`config.mk`:
```
export PLATFORM = sky130hd
export DESIGN_NAME = icap_seq
export DESIGN_NICKNAME = d
export VERILOG_FILES = /design/src/rtl/icap_seq_pkg.sv /design/src/rtl/icap_seq_arb.sv /design/src/rtl/icap_seq.sv
export SDC_FILE = /design/constraint.sdc
export NUM_CORES = 1
export LEC_CHECK = 0
export BUFFER_PORTS_ARGS = -buffer_cell sky130_fd_sc_hd__buf_2
export CAP_MARGIN = 10
export CORE_ASPECT_RATIO = 0.6
export CORE_MARGIN = 2
export CORE_UTILIZATION = 56
export CTS_CLUSTER_DIAMETER = 60
export DETAILED_ROUTE_END_ITERATION = 6
export HOLD_SLACK_MARGIN = 0.03
export PLACE_DENSITY = 0.85
export SLEW_MARGIN = 15
export SYNTH_ARGS = -nofsm -noshare
export SYNTH_HDL_FRONTEND = slang
export SYNTH_HIERARCHICAL = 1
export SYNTH_SLANG_ARGS = --single-unit
```
`constraint.sdc`:
```
create_clock -name CLK -period 5.13 [get_ports CLK]
set_input_delay 0.513 -clock CLK [delete_from_list [all_inputs] [get_ports CLK]]
set_output_delay 0.513 -clock CLK [all_outputs]
set_load 0.005 [all_outputs]
```
`src/rtl/icap_seq_pkg.sv`:
```
// Shared types and constants for the ICAPE2 register-access sequencer.
// Holds the FSM state encoding, the configuration packet words and the byte bit-reversal helper.
package icap_seq_pkg;

    typedef enum logic [2:0] {
        IDLE,
        WR_SEQ,
        RD_TURN_IN,
        RD_DATA,
        RD_TURN_OUT,
        DESYNC,
        DONE
    } state_e;

    localparam logic [31:0] DUMMY       = 32'hFFFF_FFFF;
    localparam logic [31:0] SYNC        = 32'hAA99_5566;
    localparam logic [31:0] NOOP        = 32'h2000_0000;
    localparam logic [31:0] WR_HDR_BASE = 32'h3000_0001;
    localparam logic [31:0] RD_HDR_BASE = 32'h2800_0001;
    localparam logic [31:0] DESYNC_HDR  = 32'h3000_8001;
    localparam logic [31:0] DESYNC_CMD  = 32'h0000_000D;

    // Last word index of the header phase for each direction, and of the desync phase.
    localparam logic [3:0] WR_HDR_LAST = 4'd6;
    localparam logic [3:0] RD_HDR_LAST = 4'd5;
    localparam logic [3:0] DESYNC_LAST = 4'd3;

    // ICAPE2 expects each byte with its bit order mirrored relative to the bitstream word.
    function automatic logic [31:0] bitrev_bytes(input logic [31:0] w);
        logic [31:0] r;
        r = '0;
        for (int b = 0; b < 4; b++) begin
            for (int i = 0; i < 8; i++) begin
                r[8*b+i] = w[8*b+7-i];
            end
        end
        return r;
    endfunction

    // Type-1 packet header with the register address placed in bits 17:13.
    function automatic logic [31:0] hdr_word(input logic [31:0] base, input logic [4:0] addr);
        return base | {14'd0, addr, 13'd0};
    endfunction

endpackage

```
`src/rtl/icap_seq_arb.sv`:
```
// Two-way round-robin arbiter: the requester named by ptr_i wins a tie.
// Pure combinational; the caller owns the pointer register.
module icap_seq_arb (
    input  logic [1:0] req_i,
    input  logic       ptr_i,
    output logic [1:0] gnt_o
);

    always_comb begin
        gnt_o = 2'b00;
        if (req_i[ptr_i]) begin
            gnt_o[ptr_i] = 1'b1;
        end else if (req_i[~ptr_i]) begin
            gnt_o[~ptr_i] = 1'b1;
        end
    end

endmodule

```
`src/rtl/icap_seq.sv`:
```
// Sequencer that turns single register read/write requests from two clients
// into complete ICAPE2 packet sequences (sync, header, data, desync).
module icap_seq
    import icap_seq_pkg::*;
#(
    parameter int unsigned READ_LAT  = 3,
    parameter logic [31:0] IDLE_WORD = 32'hFFFF_FFFF
) (
    input  logic        CLK,
    input  logic        RSTB,
    input  logic [1:0]  REQ,
    input  logic [1:0]  REQ_WR,
    input  logic [4:0]  REQ_ADDR0,
    input  logic [4:0]  REQ_ADDR1,
    input  logic [31:0] REQ_WDATA0,
    input  logic [31:0] REQ_WDATA1,
    output logic [1:0]  ACK,
    output logic [31:0] RDATA,
    output logic        BUSY,
    output logic        ICAP_CSIB,
    output logic        ICAP_RDWRB,
    output logic [31:0] ICAP_I,
    input  logic [31:0] ICAP_O
);

    localparam logic [3:0] LAT_LAST = 4'(READ_LAT - 1);

    state_e      state_q, state_d;
    logic [3:0]  idx_q, idx_d;
    logic        ptr_q;
    logic [1:0]  gnt_q;
    logic        wr_q;
    logic [4:0]  addr_q;
    logic [31:0] wdata_q;
    logic [31:0] sample_q;

    logic        csib_q, csib_d;
    logic        rdwrb_q, rdwrb_d;
    logic [31:0] icap_i_q, icap_i_d;
    logic [1:0]  ack_q;
    logic        busy_q;
    logic [31:0] rdata_q;

    logic [1:0]  gnt;
    logic        grant_now;
    logic [31:0] hdr_d;
    logic [31:0] seq_word_d;
    logic [31:0] desync_word_d;

    icap_seq_arb u_arb (
        .req_i (REQ),
        .ptr_i (ptr_q),
        .gnt_o (gnt)
    );

    assign grant_now = (state_q == IDLE) && (|REQ);

    always_comb begin
        state_d = state_q;
        idx_d   = idx_q;
        case (state_q)
            IDLE: begin
                if (|REQ) begin
                    state_d = WR_SEQ;
                    idx_d   = '0;
                end
            end
            WR_SEQ: begin
                if (idx_q == (wr_q ? WR_HDR_LAST : RD_HDR_LAST)) begin
                    state_d = wr_q ? DESYNC : RD_TURN_IN;
                    idx_d   = '0;
                end else begin
                    idx_d = idx_q + 4'd1;
                end
            end
            RD_TURN_IN: begin
                if (idx_q == 4'd1) begin
                    state_d = RD_DATA;
                    idx_d   = '0;
                end else begin
                    idx_d = idx_q + 4'd1;
                end
            end
            RD_DATA: begin
                if (idx_q == LAT_LAST) begin
                    state_d = RD_TURN_OUT;
                    idx_d   = '0;
                end else begin
                    idx_d = idx_q + 4'd1;
                end
            end
            RD_TURN_OUT: begin
                if (idx_q == 4'd1) begin
                    state_d = DESYNC;
                    idx_d   = '0;
                end else begin
                    idx_d = idx_q + 4'd1;
                end
            end
            DESYNC: begin
                if (idx_q == DESYNC_LAST) begin
                    state_d = DONE;
                    idx_d   = '0;
                end else begin
                    idx_d = idx_q + 4'd1;
                end
            end
            DONE: begin
                state_d = IDLE;
                idx_d   = '0;
            end
            default: begin
                state_d = IDLE;
                idx_d   = '0;
            end
        endcase
    end

    // Word tables are indexed by the next index so the ICAP pins come straight from flops.
    always_comb begin
        hdr_d = hdr_word(wr_q ? WR_HDR_BASE : RD_HDR_BASE, addr_q);
        case (idx_d)
            4'd0:    seq_word_d = DUMMY;
            4'd1:    seq_word_d = SYNC;
            4'd2:    seq_word_d = NOOP;
            4'd3:    seq_word_d = hdr_d;
            4'd4:    seq_word_d = wr_q ? wdata_q : NOOP;
            default: seq_word_d = NOOP;
        endcase
        case (idx_d)
            4'd0:    desync_word_d = DESYNC_HDR;
            4'd1:    desync_word_d = DESYNC_CMD;
            default: desync_word_d = NOOP;
        endcase
    end

    // Turnaround cycles keep CSIB high so RDWRB only ever moves while deselected.
    always_comb begin
        csib_d   = 1'b1;
        rdwrb_d  = 1'b0;
        icap_i_d = IDLE_WORD;
        case (state_d)
            WR_SEQ: begin
                csib_d   = 1'b0;
                icap_i_d = bitrev_bytes(seq_word_d);
            end
            DESYNC: begin
                csib_d   = 1'b0;
                icap_i_d = bitrev_bytes(desync_word_d);
            end
            RD_TURN_IN:  rdwrb_d = (idx_d == 4'd1);
            RD_DATA: begin
                csib_d  = 1'b0;
                rdwrb_d = 1'b1;
            end
            RD_TURN_OUT: rdwrb_d = (idx_d == 4'd0);
            default: ;
        endcase
    end

    always_ff @(posedge CLK or negedge RSTB) begin
        if (!RSTB) begin
            state_q  <= IDLE;
            idx_q    <= '0;
            ptr_q    <= 1'b0;
            gnt_q    <= '0;
            wr_q     <= 1'b0;
            addr_q   <= '0;
            wdata_q  <= '0;
            sample_q <= '0;
            csib_q   <= 1'b1;
            rdwrb_q  <= 1'b0;
            icap_i_q <= IDLE_WORD;
            ack_q    <= '0;
            busy_q   <= 1'b0;
            rdata_q  <= '0;
        end else begin
            state_q  <= state_d;
            idx_q    <= idx_d;
            csib_q   <= csib_d;
            rdwrb_q  <= rdwrb_d;
            icap_i_q <= icap_i_d;
            busy_q   <= (state_d != IDLE);
            ack_q    <= (state_d == DONE) ? gnt_q : 2'b00;
            if (grant_now) begin
                gnt_q   <= gnt;
                ptr_q   <= gnt[0];
                wr_q    <= |(REQ_WR & gnt);
                addr_q  <= gnt[1] ? REQ_ADDR1 : REQ_ADDR0;
                wdata_q <= gnt[1] ? REQ_WDATA1 : REQ_WDATA0;
            end
            if (state_q == RD_DATA && idx_q == LAT_LAST) begin
                sample_q <= ICAP_O;
            end
            if (state_d == DONE && !wr_q) begin
                rdata_q <= bitrev_bytes(sample_q);
            end
        end
    end

    assign ICAP_CSIB  = csib_q;
    assign ICAP_RDWRB = rdwrb_q;
    assign ICAP_I     = icap_i_q;
    assign ACK        = ack_q;
    assign BUSY       = busy_q;
    assign RDATA      = rdata_q;

endmodule
```
==> flow_summary.yaml <==
run_status:
  status: "complete, no violations"
sta:
  rsz0062_at_grt: "no"
  hold_viol_final: 0
  drv_slew: 0
  fin_crit_sh: 0.715
  skew_ns: 0.0117
  setup_viol: 0
  finalCriticalPeriod_ns: 3.67
  fin_tns_setup_ns: 0
  max_slew.worst_pin.slew_ns: 1.19
  fmax_mhz: 273
  maxSlewHeadroom: 0.210
synthesis:
  ys_seq_elements: 148
  synthFlopType: "dfrtp_1"
  yosysMostFrequentCell: "dfrtp_1"
  synth_top_area_frac: 0.444
  async_reset_ff_frac: 1.00
  ys_types: 62
  yosys-top-cells-area: "dfrtp_1, dfstp_2, mux2_2, mux2i_1, a21oi_1"
  synthCells: 536
  avgSynthCellArea_um2: 12.1
  ys_warn_count: 6
  syn-num-nets: 651
  synth_edf_count: 0
  synth_top_cell_by_area: "dfrtp_1"
  synth.top_cells.by_count: "dfrtp_1, mux2_2, a21oi_1"
  yosysSeqAreaShare: 0.578
  syn-cell-area_mm2: 0.00647
clocking:
  cts-hold-fix-buffers: 0
  cts_resized: 0
  cts_tree: "done"
  clock-sinks: 148
  cts.clk_slew.worst_paths_ns: 0.07
  cts_buffer_depth: 2
  cts_buffers: 17
  insertion_delay_ns: 0.42
  cts_root_buffer: "clkbuf_16"
  postCtsSetupBuffers: 0
  htree_levels: 4
run:
  cap_violations: 0
pwr:
  leakagePower_nw: 3.66
  peakVddDrop_uv: 375
  powerDensity_mw_per_mm2: 689
routing:
  drc: 0
  drt-initial-drc-count: 292
  wl_per_cell_um: 18.0
  first_pass_iters: 5
  vias_per_cell: 5.59
  drt-total-wl_um: 15800
  route.vias.total: 4921
  ant_nets: 0
worst_setup_path:
  crit_required_ns: 5.48
  startpoint_type: "register"
  reg2reg_slack_ns: 1.46
  cp_max_fo: 23
  cp-end-kind: "register"
  cp.arrival_ns: 4.02
  worstSetupPathType: "reg2reg"
placement:
  detailed_place.area_mm2: 0.00751
  dp.cells: 849
  hpwl_um: 11200
  port-buffer-count: 180
  gp_congestion: 0.934
finish:
  final_cells: 881
  nFillCells: 808
  syn_to_final_growth_pct: 24.6
  postLayoutCoreUtil: 0.714
  regArea_mm2: 0.00374
  layout-drive-gt1-share: 0.462
  multiInputGateArea_mm2: 0.00259
  antennaDiodeCount: 0
  fin_area_mm2: 0.00807
  fin_nets: 823
die:
  fp.dieH_um: 87.3
  core_area_mm2: 0.0113
  initial_core_util: 0.573
  die-area_mm2: 0.0125
  rows: 30
  fp.dieW_um: 143
  boundaryPins: 181
global_route:
  grt_usage: 0.262
  antenna_found_initial: 0
  grt_pass1_vias: 4768
  grt_max_degree: 79
  grt_remaining_overflow: 0
  grt_pass1_wl_um: 24700
min_path:
  min_path_type: "in2async"
[final timing paths]
check	startpoint	endpoint	cells past startpoint
max in group asynchronous	RSTB	wdata_q[27]	2
min	RSTB	sample_q[28]	1
min in group CLK	ICAP_O[30]	sample_q[30]	2
max reg2reg	idx_q[0]	ICAP_I[3]	10
max	idx_q[0]	ICAP_I[3]	10
min reg2reg	gnt_q[1]	ACK[1]	1
[cells by family (layout without fill, tap and decap cells)]
kind of cell / Yosys count / after routing / synth area share
DFF: 148 / 148 / 0.578
and+or+nand+nor: 130 / 130 / 0.102
AOI/OAI and AO/OA: 110 / 110 / 0.112
muxes: 103 / 103 / 0.172
buffers and inverters: 40 / 225 / 0.0267
adders and majority gates: 3 / 3 / 0.00580
xor gates and xnor gates: 2 / 2 / 0.00271
[flip-flops by register name, summed over array words and instances (netlist names)]
name,count
ACK,2
gnt_q,2
ICAP_RDWRB,1
wr_q,1
ICAP_CSIB,1
BUSY,1
addr_q,5
sample_q,32
RDATA,32
ICAP_I,32
state_q,3
wdata_q,32
idx_q,4
[per-layer routing]
layer / track usage / vias to the layer above / wire (µm) / part of all wire
li1: - / 2268 / - / -
met1: 0.357 / 2402 / 6930 / 0.44
met2: 0.416 / 235 / 7280 / 0.46
met3: 0.0748 / 16 / 1450 / 0.092
met4: 0.0729 / 0 / 159 / 0.010
met5: 0 / - / 0 / 0
[stage by stage]
stage          hold slack [ns]  total power [mW]  setup slack [ns]
3_5_place_dp             0.469              4.38              1.52
5_1_grt                  0.175              5.91              1.17
4_1_cts                  0.134              5.57              1.53
6_report                 0.113              5.56              1.46
3_3_place_gp             0.462              4.25              1.67
2_1_floorplan            0.217              3.59              2.62
[layout by cell type, fill, tap and decap left out, types with 11 or more instances in the layout]
master       n
mux2_2      66
dfrtp_1    115
dfstp_2     33
nor2_1      51
mux2i_1     37
buf_2      179
a21o_1      11
nand3_1     18
clkbuf_16   17
nand2_1     14
a21oi_1     54
[final cells by class]
| cell class | instances | area share |
|---|---|---|
| Clock inverter | 15 | 0.0161 |
| Sequential cell | 148 | 0.464 |
| Timing Repair Buffer | 186 | 0.118 |
| Clock buffer | 17 | 0.0527 |
| Inverter | 7 | 0.00326 |
| Multi-Input combinational cell | 348 | 0.321 |
| Tap cell | 160 | 0.0248 |
[critical path, stage by stage (launching register included)]
cell and delay (ns):
dfrtp_1 0.48, inv_1 0.19, ha_1 0.21, nor3b_2 0.28, o22a_1 0.27, o2111ai_1 0.16
o21ai_2 0.16, inv_2 0.13, a2111oi_4 1.01, and3_1 0.52, a21o_1 0.19
[power by group]
group,switching [mW],internal [mW],leakage (nW),total (mW)
combinational,1.23,0.967,1.71,2.19
clock,0.531,0.640,0.276,1.17
sequential,0.350,1.85,1.67,2.20
No activity file was read; power rests on OpenSTA's default activity.
